==> src/rtl/contador_progressivo.sv <==
// Up-counter M:SS in BCD with start/pause, synchronous clear and a target time.
// Stops in FIM on a target match or when it reaches the MAX_MIN:59 ceiling.
module contador_progressivo #(
    parameter int MAX_MIN = 9
) (
    input  logic       clock,
    input  logic       resetn,
    input  logic       tick,
    input  logic       botao,
    input  logic       limpa,
    input  logic [3:0] alvo_min,
    input  logic [2:0] alvo_dez,
    input  logic [3:0] alvo_uni,
    output logic [3:0] min,
    output logic [2:0] dez,
    output logic [3:0] uni,
    output logic       rodando,
    output logic       fim
);

    typedef enum logic [1:0] {PARADO, CONTANDO, FIM} state_t;

    localparam logic [3:0] MIN_TOP = 4'(MAX_MIN);

    state_t     state_q, state_d;
    logic [3:0] min_q, min_d;
    logic [2:0] dez_q, dez_d;
    logic [3:0] uni_q, uni_d;

    logic       alvo_ok;
    logic       match_now;
    logic       match_inc;
    logic       teto;
    logic [3:0] min_inc;
    logic [2:0] dez_inc;
    logic [3:0] uni_inc;

    // An out-of-range target digit disables matching entirely.
    assign alvo_ok   = (alvo_uni <= 4'd9) && (alvo_dez <= 3'd5) && (alvo_min <= MIN_TOP);
    assign match_now = alvo_ok && (alvo_min == min_q) && (alvo_dez == dez_q) && (alvo_uni == uni_q);
    assign teto      = (min_q == MIN_TOP) && (dez_q == 3'd5) && (uni_q == 4'd9);

    always_comb begin
        min_inc = min_q;
        dez_inc = dez_q;
        uni_inc = uni_q + 4'd1;
        if (uni_q == 4'd9) begin
            uni_inc = 4'd0;
            dez_inc = dez_q + 3'd1;
            if (dez_q == 3'd5) begin
                dez_inc = 3'd0;
                min_inc = min_q + 4'd1;
            end
        end
    end

    assign match_inc = alvo_ok && (alvo_min == min_inc) && (alvo_dez == dez_inc) && (alvo_uni == uni_inc);

    always_comb begin
        state_d = state_q;
        min_d   = min_q;
        dez_d   = dez_q;
        uni_d   = uni_q;
        if (limpa) begin
            state_d = PARADO;
            min_d   = 4'd0;
            dez_d   = 3'd0;
            uni_d   = 4'd0;
        end else begin
            case (state_q)
                PARADO: begin
                    if (botao) state_d = match_now ? FIM : CONTANDO;
                end
                CONTANDO: begin
                    if (botao) begin
                        state_d = PARADO;
                    end else if (tick) begin
                        // At the ceiling the digits hold instead of wrapping.
                        if (teto) begin
                            state_d = FIM;
                        end else begin
                            min_d = min_inc;
                            dez_d = dez_inc;
                            uni_d = uni_inc;
                            if (match_inc) state_d = FIM;
                        end
                    end
                end
                FIM: state_d = FIM;
                default: state_d = PARADO;
            endcase
        end
    end

    always_ff @(posedge clock or negedge resetn) begin
        if (!resetn) begin
            state_q <= PARADO;
            min_q   <= 4'd0;
            dez_q   <= 3'd0;
            uni_q   <= 4'd0;
        end else begin
            state_q <= state_d;
            min_q   <= min_d;
            dez_q   <= dez_d;
            uni_q   <= uni_d;
        end
    end

    assign min     = min_q;
    assign dez     = dez_q;
    assign uni     = uni_q;
    assign rodando = (state_q == CONTANDO);
    assign fim     = (state_q == FIM);

endmodule

==> config.mk <==
export PLATFORM = sky130hd
export DESIGN_NAME = contador_progressivo
export DESIGN_NICKNAME = d
export VERILOG_FILES = /design/src/rtl/contador_progressivo.sv
export SDC_FILE = /design/constraint.sdc
export NUM_CORES = 1
export LEC_CHECK = 0
export CORE_MARGIN = 2
export CORE_UTILIZATION = 48
export DETAILED_ROUTE_END_ITERATION = 16
export GPL_ROUTABILITY_DRIVEN = 0
export PLACE_DENSITY = 0.79
export SYNTH_ARGS = -nofsm -noshare
export SYNTH_HDL_FRONTEND = slang
export SYNTH_SLANG_ARGS = --single-unit
==> constraint.sdc <==
create_clock -name clock -period 2.6 [get_ports clock]
set_clock_uncertainty 0.05 [all_clocks]
set_input_delay 0.52 -clock clock [delete_from_list [all_inputs] [get_ports clock]]
set_output_delay 0.52 -clock clock [all_outputs]
set_load 0.02 [all_outputs]
==> results_dict.tcl, run 1 <==
set metrics [dict create \
    status "complete, no violations" \
    hold_path.class "in2async" \
    grt_setup_unrepaired "false" \
    pwr-share-seq_pct 47.8 \
    drive_gt1_share_pct 13.0 \
    ys_ff_latch 13 \
    netlist_instances 136 \
    cts_sinks 13 \
    synth_edf_count 0 \
    grt_max_degree 14 \
    synthMuxAreaShare_pct 2.77 \
    die_area_sq_um 2760 \
    dpl.hpwl_um 2290 \
    grt_overflow 0 \
    post-route-util_pct 70.1 \
    min_period_over_period_pct 95.4 \
    cts_root_buf "clkbuf_4" \
    synth-compound-area-share_pct 13.3 \
    multi_input_comb_area_sq_um 761 \
    cts_buffer_depth 2 \
    io_buffer_count 28 \
    syn_nets 154 \
    nets 196 \
    crit_required_ns 2.72 \
    p_leak_nw 0.587 \
    initial_core_util_pct 51.0 \
    num_vias 1157 \
    post_cts_buffers 0 \
    synthAdderAreaFrac_pct 2.22 \
    die_w_um 52.5 \
    io_pins 29 \
    synthesis.area_sq_um 1130 \
    drc 0 \
    crit_type "in2reg" \
    via_per_inst 5.64 \
    crit_path_max_fanout 2 \
    synth_area_leader_cell "dfrtp_1" \
    final.min_clock_period_ns 2.48 \
    ctsHoldBuffers 0 \
    ir_worst_vdd_v 0.000304 \
    dr.first_iter.drc_count 34 \
    drtPass1Iterations 4 \
    grt_pass1_wl_um 5040 \
    switching_power_w 0.000120 \
    synth_area_leaders "dfrtp_1 (29%), xnor2_1 (14%), nor2_1 (6.3%)" \
    cap_violations 0 \
    die_h_um 52.5 \
    grt_antenna_before_repair 0 \
    power.density_nw_per_um2 283 \
    rows 17 \
    synth_warnings 0 \
    arrival_ns 2.60 \
    fillers 187 \
    ctsResizeCount 0 \
    syn_avg_cell_area_sq_um 8.30 \
    cp-start-kind "primary input" \
    postRouteAntennaNets 0 \
    tritoncts "built" \
    clkLatencyLatePin_ns 0.28 \
    cts_made_buffers 3 \
    fmax_ghz 0.403 \
    pwr-share-clk_pct 29.4 \
    slew_viol_final 0 \
    crit_path_end_kind "flop" \
    yosysUniqueCellTypes 44 \
    synth-xor-area-share_pct 17.1 \
    layout.area.seq_sq_um 325 \
    core-area_sq_um 2210 \
    yosysSeqAreaShare_pct 28.8 \
    synthSimpleGateAreaFrac_pct 32.0 \
    tns_ns 0 \
    ys_dominant_reg_cell "dfrtp_1" \
    drt-total-wl_um 3010 \
    slew_headroom_pct 58.1 \
    h-tree-depth 1 \
    diodes 0 \
    setup_viol 0 \
    grt_pass1_vias 1168 \
    combPwrFrac_pct 22.8 \
    swShare_pct 27.4 \
    avgRoutedWirePerCell_um 14.7 \
    p_int_w 0.000319 \
    syn2layout_area_growth_pct 37.5 \
    grtUsageTotal_pct 25.0 \
    finalHoldViolations 0 \
    cts.clk_slew.worst_paths_ns 0.08 \
    synth_top_family_by_area "simple AND/OR/NAND/NOR gates" \
    ys_async_sr_fraction_pct 100 \
    worstMarginPinSlew_ns 0.626 \
    synth_top_area_share_pct 28.8 \
]
==> power by group through the flow <==
stage / clock (W) / sequential (W) / combinational (W)
floorplan: 0 / 0.000213 / 0.0000424
global placement: 0 / 0.000213 / 0.0000972
detailed placement: 0 / 0.000214 / 0.0000995
CTS: 0.000133 / 0.000210 / 0.000100
global route: 0.000140 / 0.000210 / 0.000109
finish: 0.000129 / 0.000210 / 0.000100
==> cells in the final DEF (no fill, tap or decap), types with 2 or more instances in the layout <==
cell	instances
inv_1	5
a21oi_1	7
xor2_1	4
xnor2_1	18
nand2_1	10
buf_4	14
or3_1	2
nand2b_1	4
o22ai_1	3
ha_1	2
nand4_1	3
o21ai_0	5
mux2i_1	2
nand4b_1	2
or3b_1	2
clkdlybuf4s50_1	28
nor2b_1	4
nor2_1	19
nor3_1	2
o31a_1	2
clkbuf_4	3
dfrtp_1	13
nand3_1	2
==> registers in the layout, indices dropped and copies added, names as in the netlist <==
register / cells
dez: 3
state_q: 2
uni: 4
min: 4
==> layer usage <==
| metal | share of wire [%] | GRT usage, % | up-vias |
|---|---|---|---|
| met4 | 1.7 | 8.55 | 0 |
| met1 | 43 | 30.3 | 544 |
| met3 | 7.1 | 5.14 | 9 |
| met5 | 0 | 0 | - |
| li1 | - | - | 561 |
| met2 | 49 | 43.3 | 43 |
==> cells in the mapped netlist, types with 2 or more instances <==
library cell / n
inv_1: 5
nand4_1: 3
a21oi_1: 7
xnor2_1: 18
or3_1: 2
mux2i_1: 2
o21ai_0: 5
nand4b_1: 2
nor3_1: 2
o22ai_1: 3
nor2b_1: 4
ha_1: 2
clkbuf_1: 2
xor2_1: 4
o31a_1: 2
nand2_1: 10
nand2b_1: 4
nand3_1: 2
nor2_1: 19
or3b_1: 2
dfrtp_1: 13
==> worst max-delay path, stage by stage <==
cell and delay [ns]:
clkdlybuf4s50_1 0.48, or3b_1 0.35, a21oi_1 0.16, nor4b_1 0.07
o31a_1 0.25, or4_4 0.54, a31o_1 0.23
==> per-stage QoR <==
stage	setup WS [ns]	cell area, sq um	std cells	power (W)	hold WS [ns]
after floorplan	0.132	1130	136	0.000256	0.174
after global placement	-0.111	1530	201	0.000310	0.555
after detailed placement	-0.153	1530	201	0.000313	0.580
after CTS	0.144	1550	205	0.000443	0.593
after global routing	0.0221	1550	205	0.000459	0.614
final	0.120	1550	205	0.000439	0.575
==> kinds of logic (layout without fill, tap and decap cells) <==
group,after synthesis,in the layout
mux,3,3
fa+ha+maj,2,2
simple gates,63,63
xor+xnor,22,22
compound gates,23,23
buf+inv,10,51
flops,13,13
==> worst paths after layout <==
kind | startpoint | to | slack, ns | depth (start not counted)
max reg2reg | uni[1] | state_q[0] | 0.20 | 6
max in group asynchronous | resetn | state_q[0] | 1.52 | 1
min | resetn | dez[1] | 0.57 | 1
min in group clock | dez[1] | dez[1] | 0.60 | 2
max | alvo_dez[1] | state_q[0] | 0.12 | 7
min reg2reg | dez[1] | dez[1] | 0.60 | 2
==> cell type report <==
| type | instances | area share, % |
|---|---|---|
| repair buffers | 42 | 24.8 |
| well taps | 28 | 2.26 |
| flip-flops and latches | 13 | 21.0 |
| inverters | 5 | 1.21 |
| multi-input cells | 113 | 49.0 |
| clock buffers | 4 | 1.69 |
No activity file was read; power rests on OpenSTA's default activity.
==> run 2, diff against run 1 <==
PLACE_DENSITY = 0.86   (was 0.79)
==> run 2 against run 1 <==
Against the previous run: clock power is 5% higher; sequential power about the same; via count up 4.8%; maximum frequency is 1.1% higher; worst setup slack better by 0.026 ns; count of clock-buffer cells in the layout unchanged; sequential share of layout area increased by 0.10 points; critical path type unchanged; power rose by 1.6%; core utilization fell by 0.34 points; first-iteration DRC count rose by 18%; worst hold slack got worse by 0.021 ns.
==> results_dict.tcl, run 2 (synthesis results as in run 1) <==
set metrics [dict create \
    syn2layout_area_growth_pct 36.8 \
    crit_required_ns 2.74 \
    drc 0 \
    io_buffer_count 28 \
    regToRegSetupSlack_ns 0.26 \
    die_area_sq_um 2760 \
    num_vias 1213 \
    slew_viol_final 0 \
    via_per_inst 5.98 \
    cts.clk_slew.worst_paths_ns 0.09 \
    pwr-share-clk_pct 30.5 \
    diodes 0 \
    crit_chain "clkdlybuf4s50_1 -> or3b_1 -> a21oi_1 -> nor4b_1 -> o31a_1 -> or4_4 -> a31o_1" \
    worstMarginPinSlew_ns 0.660 \
    final_cell_mix "clkdlybuf4s50_1 (28), nor2_1 (19), xnor2_1 (17)" \
    final.min_clock_period_ns 2.45 \
    status "complete, no violations" \
    fillers 171 \
    cts_buffer_depth 2 \
    finalHoldViolations 0 \
    cp-start-kind "primary input" \
    drive_gt1_share_pct 12.6 \
    cts_made_buffers 3 \
    crit_type "in2reg" \
    dp_slack_ns -0.149 \
    grt_pass1_vias 1221 \
    slew_headroom_pct 55.6 \
    clkLatencyLatePin_ns 0.29 \
    grt_max_degree 15 \
    combPwrFrac_pct 22.4 \
    drtPass1Iterations 5 \
    fmax_ghz 0.407 \
    max_stage_delay_ns 0.54 \
    dp_cells 199 \
    grt_setup_unrepaired "false" \
    hold_slack_ns 0.554 \
    nets 194 \
    grt_pass1_wl_um 5380 \
    h-tree-depth 1 \
    post-route-util_pct 69.8 \
    reg2reg_to "state_q[0]" \
    critPathBufInv 1 \
    hold_path.class "in2async" \
    cts_root_buf "clkbuf_4" \
    rows 17 \
    setup_slack_ns 0.146 \
    io_pins 29 \
    postRouteAntennaNets 0 \
    p_int_w 0.000318 \
    crit_path_end_kind "flop" \
    p_leak_nw 0.581 \
    setup_viol 0 \
    power.density_nw_per_um2 289 \
    r2r_start "uni[1]" \
    grt_overflow 0 \
    grt_antenna_before_repair 0 \
    cts_sinks 13 \
    arrival_ns 2.59 \
    core-area_sq_um 2210 \
    min_period_over_period_pct 94.4 \
    crit_path_max_fanout 2 \
    slowest_stage "or4_4" \
    tritoncts "built" \
    final_common_cell "clkdlybuf4s50_1" \
    drt-total-wl_um 3190 \
    die_h_um 52.5 \
    switching_power_w 0.000128 \
    dpl.hpwl_um 2440 \
    die_w_um 52.5 \
    dr.first_iter.drc_count 40 \
    initial_core_util_pct 51.0 \
    path_depth 7 \
    avgRoutedWirePerCell_um 15.7 \
    cpLargestDelayFamily "simple AND/OR/NAND/NOR gates" \
    startpoint "alvo_dez[1]" \
    final_cells 203 \
    pwr-share-seq_pct 47.0 \
    cap_violations 0 \
    crit_end "state_q[0]" \
    grtUsageTotal_pct 26.7 \
    post_cts_buffers 0 \
    swShare_pct 28.7 \
    ir_worst_vdd_v 0.000250 \
    r2r_cells 7 \
]
run 2: cell count changes in the layout (fill, tap and decap cells not counted):
| cell | delta |
|---|---|
| buf_4 | -2 |
| xnor2_1 | -1 |
| xnor2_2 | +1 |
run 2: how the worst min path moves through the flow:
stage	start	endpoint	cells past startpoint
6_report	resetn	uni[3]	1
5_1_grt	resetn	uni[3]	1
4_1_cts	resetn	uni[3]	1
3_5_place_dp	min[3]	min[3]	2
3_3_place_gp	min[3]	min[3]	2
2_1_floorplan	resetn	dez[0]	0
run 2: worst register-to-register path, delay by kind of cell (launching register included):
family	cells	cell delay [ns]
and+or+nand+nor	3	1.15
AOI/OAI and AO/OA	3	0.47
DFF	1	0.39
buffers and inverters	1	0.19
run 2: per-stage QoR:
step / power (W) / setup TNS (ns) / area (sq um)
finish: 0.000446 / 0 / 1540
global route: 0.000460 / 0 / 1540
CTS: 0.000446 / 0 / 1540
detailed placement: 0.000311 / -0.271 / 1510
global placement: 0.000308 / -0.177 / 1510
floorplan: 0.000256 / 0 / 1130
run 2: layer usage:
layer / vias to the layer above / GRT usage [%] / share of wire (%)
met5: - / 0 / 0
met4: 0 / 13.2 / 2.6
met3: 12 / 4.29 / 6.7
met2: 63 / 46.0 / 51
met1: 581 / 31.8 / 40
li1: 557 / - / -
run 2: timing repair:
item | CTS | global route
endpoints found under the setup margin | 0 | 1
gates resized for setup | 0 | 1
hold buffers | 0 | 0
run 2: final cells by class:
class                   instances  area, sq um  area share, %
flip-flops and latches         13          325           21.1
clock buffers                   4         26.3           1.70
well taps                      28         35.0           2.27
repair buffers                 40          370           24.0
inverters                       5         18.8           1.22
multi-input cells             113          768           49.8
run 2: power groups by stage:
stage	sequential (W)	combinational, W	clock [W]
finish	0.000210	0.0000999	0.000136
global route	0.000210	0.000108	0.000142
CTS	0.000210	0.0000984	0.000138
detailed placement	0.000214	0.0000977	0
global placement	0.000213	0.0000947	0
floorplan	0.000213	0.0000424	0
==> run 3, diff against run 2 <==
CELL_PAD_IN_SITES_DETAIL_PLACEMENT = 1   (was unset)
CELL_PAD_IN_SITES_GLOBAL_PLACEMENT = 1   (was unset)
CORE_UTILIZATION = 35   (was 48)
PLACE_DENSITY = 0.85   (was 0.86)
SLEW_MARGIN = 20   (was unset)
==> run 3 against run 2 <==
Against the previous run: wire length is 6.1% higher; maximum frequency is 1.3% higher; worst setup slack better by 0.032 ns; via count is 5.9% lower; core utilization is 18 points lower; critical path type unchanged.
==> results_dict.tcl, run 3 (synthesis results as in run 1) <==
set metrics [dict create \
    core-area_sq_um 3050 \
    final_cell_mix "clkdlybuf4s50_1 (28), nor2_1 (19), xnor2_1 (18)" \
    cts_root_buf "clkbuf_4" \
    final_common_cell "clkdlybuf4s50_1" \
    cp-start-kind "primary input" \
    use_met1_pct 25.9 \
    setup_viol 0 \
    ctsResizeCount 0 \
    cap_violations 0 \
    dr.first_iter.drc_count 26 \
    grt_max_degree 14 \
    slowest_stage "or4_4" \
    finalHoldViolations 0 \
    slew_viol_final 0 \
    grt_pass1_vias 1209 \
    cts.clk_slew.worst_paths_ns 0.09 \
    crit_path_end_kind "flop" \
    crit_required_ns 2.74 \
    die_w_um 60.8 \
    final.min_clock_period_ns 2.42 \
    drtPass1Iterations 4 \
    syn2layout_area_growth_pct 40.6 \
    diodes 0 \
    p_int_w 0.000321 \
    grt.met3_usage_pct 2.13 \
    tns_ns 0 \
    pwr-share-clk_pct 29.9 \
    io_buffer_count 28 \
    grt_antenna_before_repair 0 \
    via_per_inst 5.12 \
    rows 20 \
    h-tree-depth 1 \
    arrival_ns 2.56 \
    switching_power_w 0.000126 \
    crit_chain "clkdlybuf4s50_1 -> buf_4 -> xnor2_1 -> a22oi_1 -> nor4_2 -> o2111ai_1 -> or4_4 -> a31o_1" \
    pwr-share-seq_pct 46.9 \
    cts_made_buffers 3 \
    initial_core_util_pct 37.0 \
    avgRoutedWirePerCell_um 15.2 \
    setup_slack_ns 0.178 \
    total_power_w 0.000447 \
    ctsHoldBuffers 0 \
    post-route-util_pct 52.0 \
    swShare_pct 28.2 \
    die_area_sq_um 3690 \
    io_pins 29 \
    cts_sinks 13 \
    hold_path.class "in2async" \
    status "complete, no violations" \
    cts_buffer_depth 2 \
    num_vias 1142 \
    slew_headroom_pct 57.7 \
    grt_most_used_layer "met2" \
    grt_overflow 0 \
    drive_gt1_share_pct 14.0 \
    crit_type "in2reg" \
    crit_path_max_fanout 4 \
    grt_pass1_wl_um 5490 \
    cpLargestDelayFamily "simple AND/OR/NAND/NOR gates" \
    drt-total-wl_um 3380 \
    dp_slack_ns -0.150 \
    ir_worst_vdd_v 0.000230 \
    tritoncts "built" \
    critPathBufInv 2 \
    post_cts_buffers 0 \
    die_h_um 60.8 \
    p_leak_nw 0.596 \
    min_period_over_period_pct 93.2 \
    dpl.hpwl_um 2800 \
    grt_setup_unrepaired "false" \
    drc 0 \
    power.density_nw_per_um2 282 \
    worstMarginPinSlew_ns 0.628 \
    max_stage_delay_ns 0.54 \
    fmax_ghz 0.413 \
    grtUsageTotal_pct 19.8 \
    use_met2_pct 34.1 \
    nets 198 \
    postRouteAntennaNets 0 \
    clkLatencyLatePin_ns 0.29 \
    combPwrFrac_pct 23.2 \
]
[run 3: metrics by stage]
stage	cell area (sq um)	cells	hold slack, ns
2_1_floorplan	1130	136	0.174
3_3_place_gp	1560	219	0.546
3_5_place_dp	1560	219	0.596
4_1_cts	1590	223	0.577
5_1_grt	1590	223	0.599
6_report	1590	223	0.563
[run 3: area by class of cell]
| type | count | area [sq um] |
|---|---|---|
| fillers | 392 | 1470 |
| multi-input cells | 113 | 761 |
| repair buffers | 44 | 400 |
| flip-flops and latches | 13 | 325 |
| well taps | 44 | 55.1 |
| clock buffers | 4 | 26.3 |
| inverters | 5 | 18.8 |
[run 3: power by group through the flow]
stage,Sequential [W],Combinational [W],Clock (W)
2_1_floorplan,0.000213,0.0000424,0
3_3_place_gp,0.000213,0.000101,0
5_1_grt,0.000211,0.000112,0.000142
4_1_cts,0.000210,0.000104,0.000141
6_report,0.000209,0.000103,0.000134
3_5_place_dp,0.000214,0.000103,0
[run 3: metal layers]
metal  up-vias  wire length [um]
li1        564                 -
met3         4                72
met4         0                48
met5         -                 0
met2        18              1670
met1       556              1590
[run 3: path summary, 6_finish.rpt]
check / start / to / slack (ns) / cells past startpoint
max in group asynchronous: resetn / min[3] / 1.53 / 1
hold / removal: resetn / dez[0] / 0.56 / 1
hold reg to reg: dez[1] / dez[1] / 0.60 / 2
setup / recovery: alvo_dez[1] / state_q[0] / 0.18 / 8
min in group clock: dez[1] / dez[1] / 0.60 / 2
setup reg to reg: uni[1] / state_q[0] / 0.22 / 6
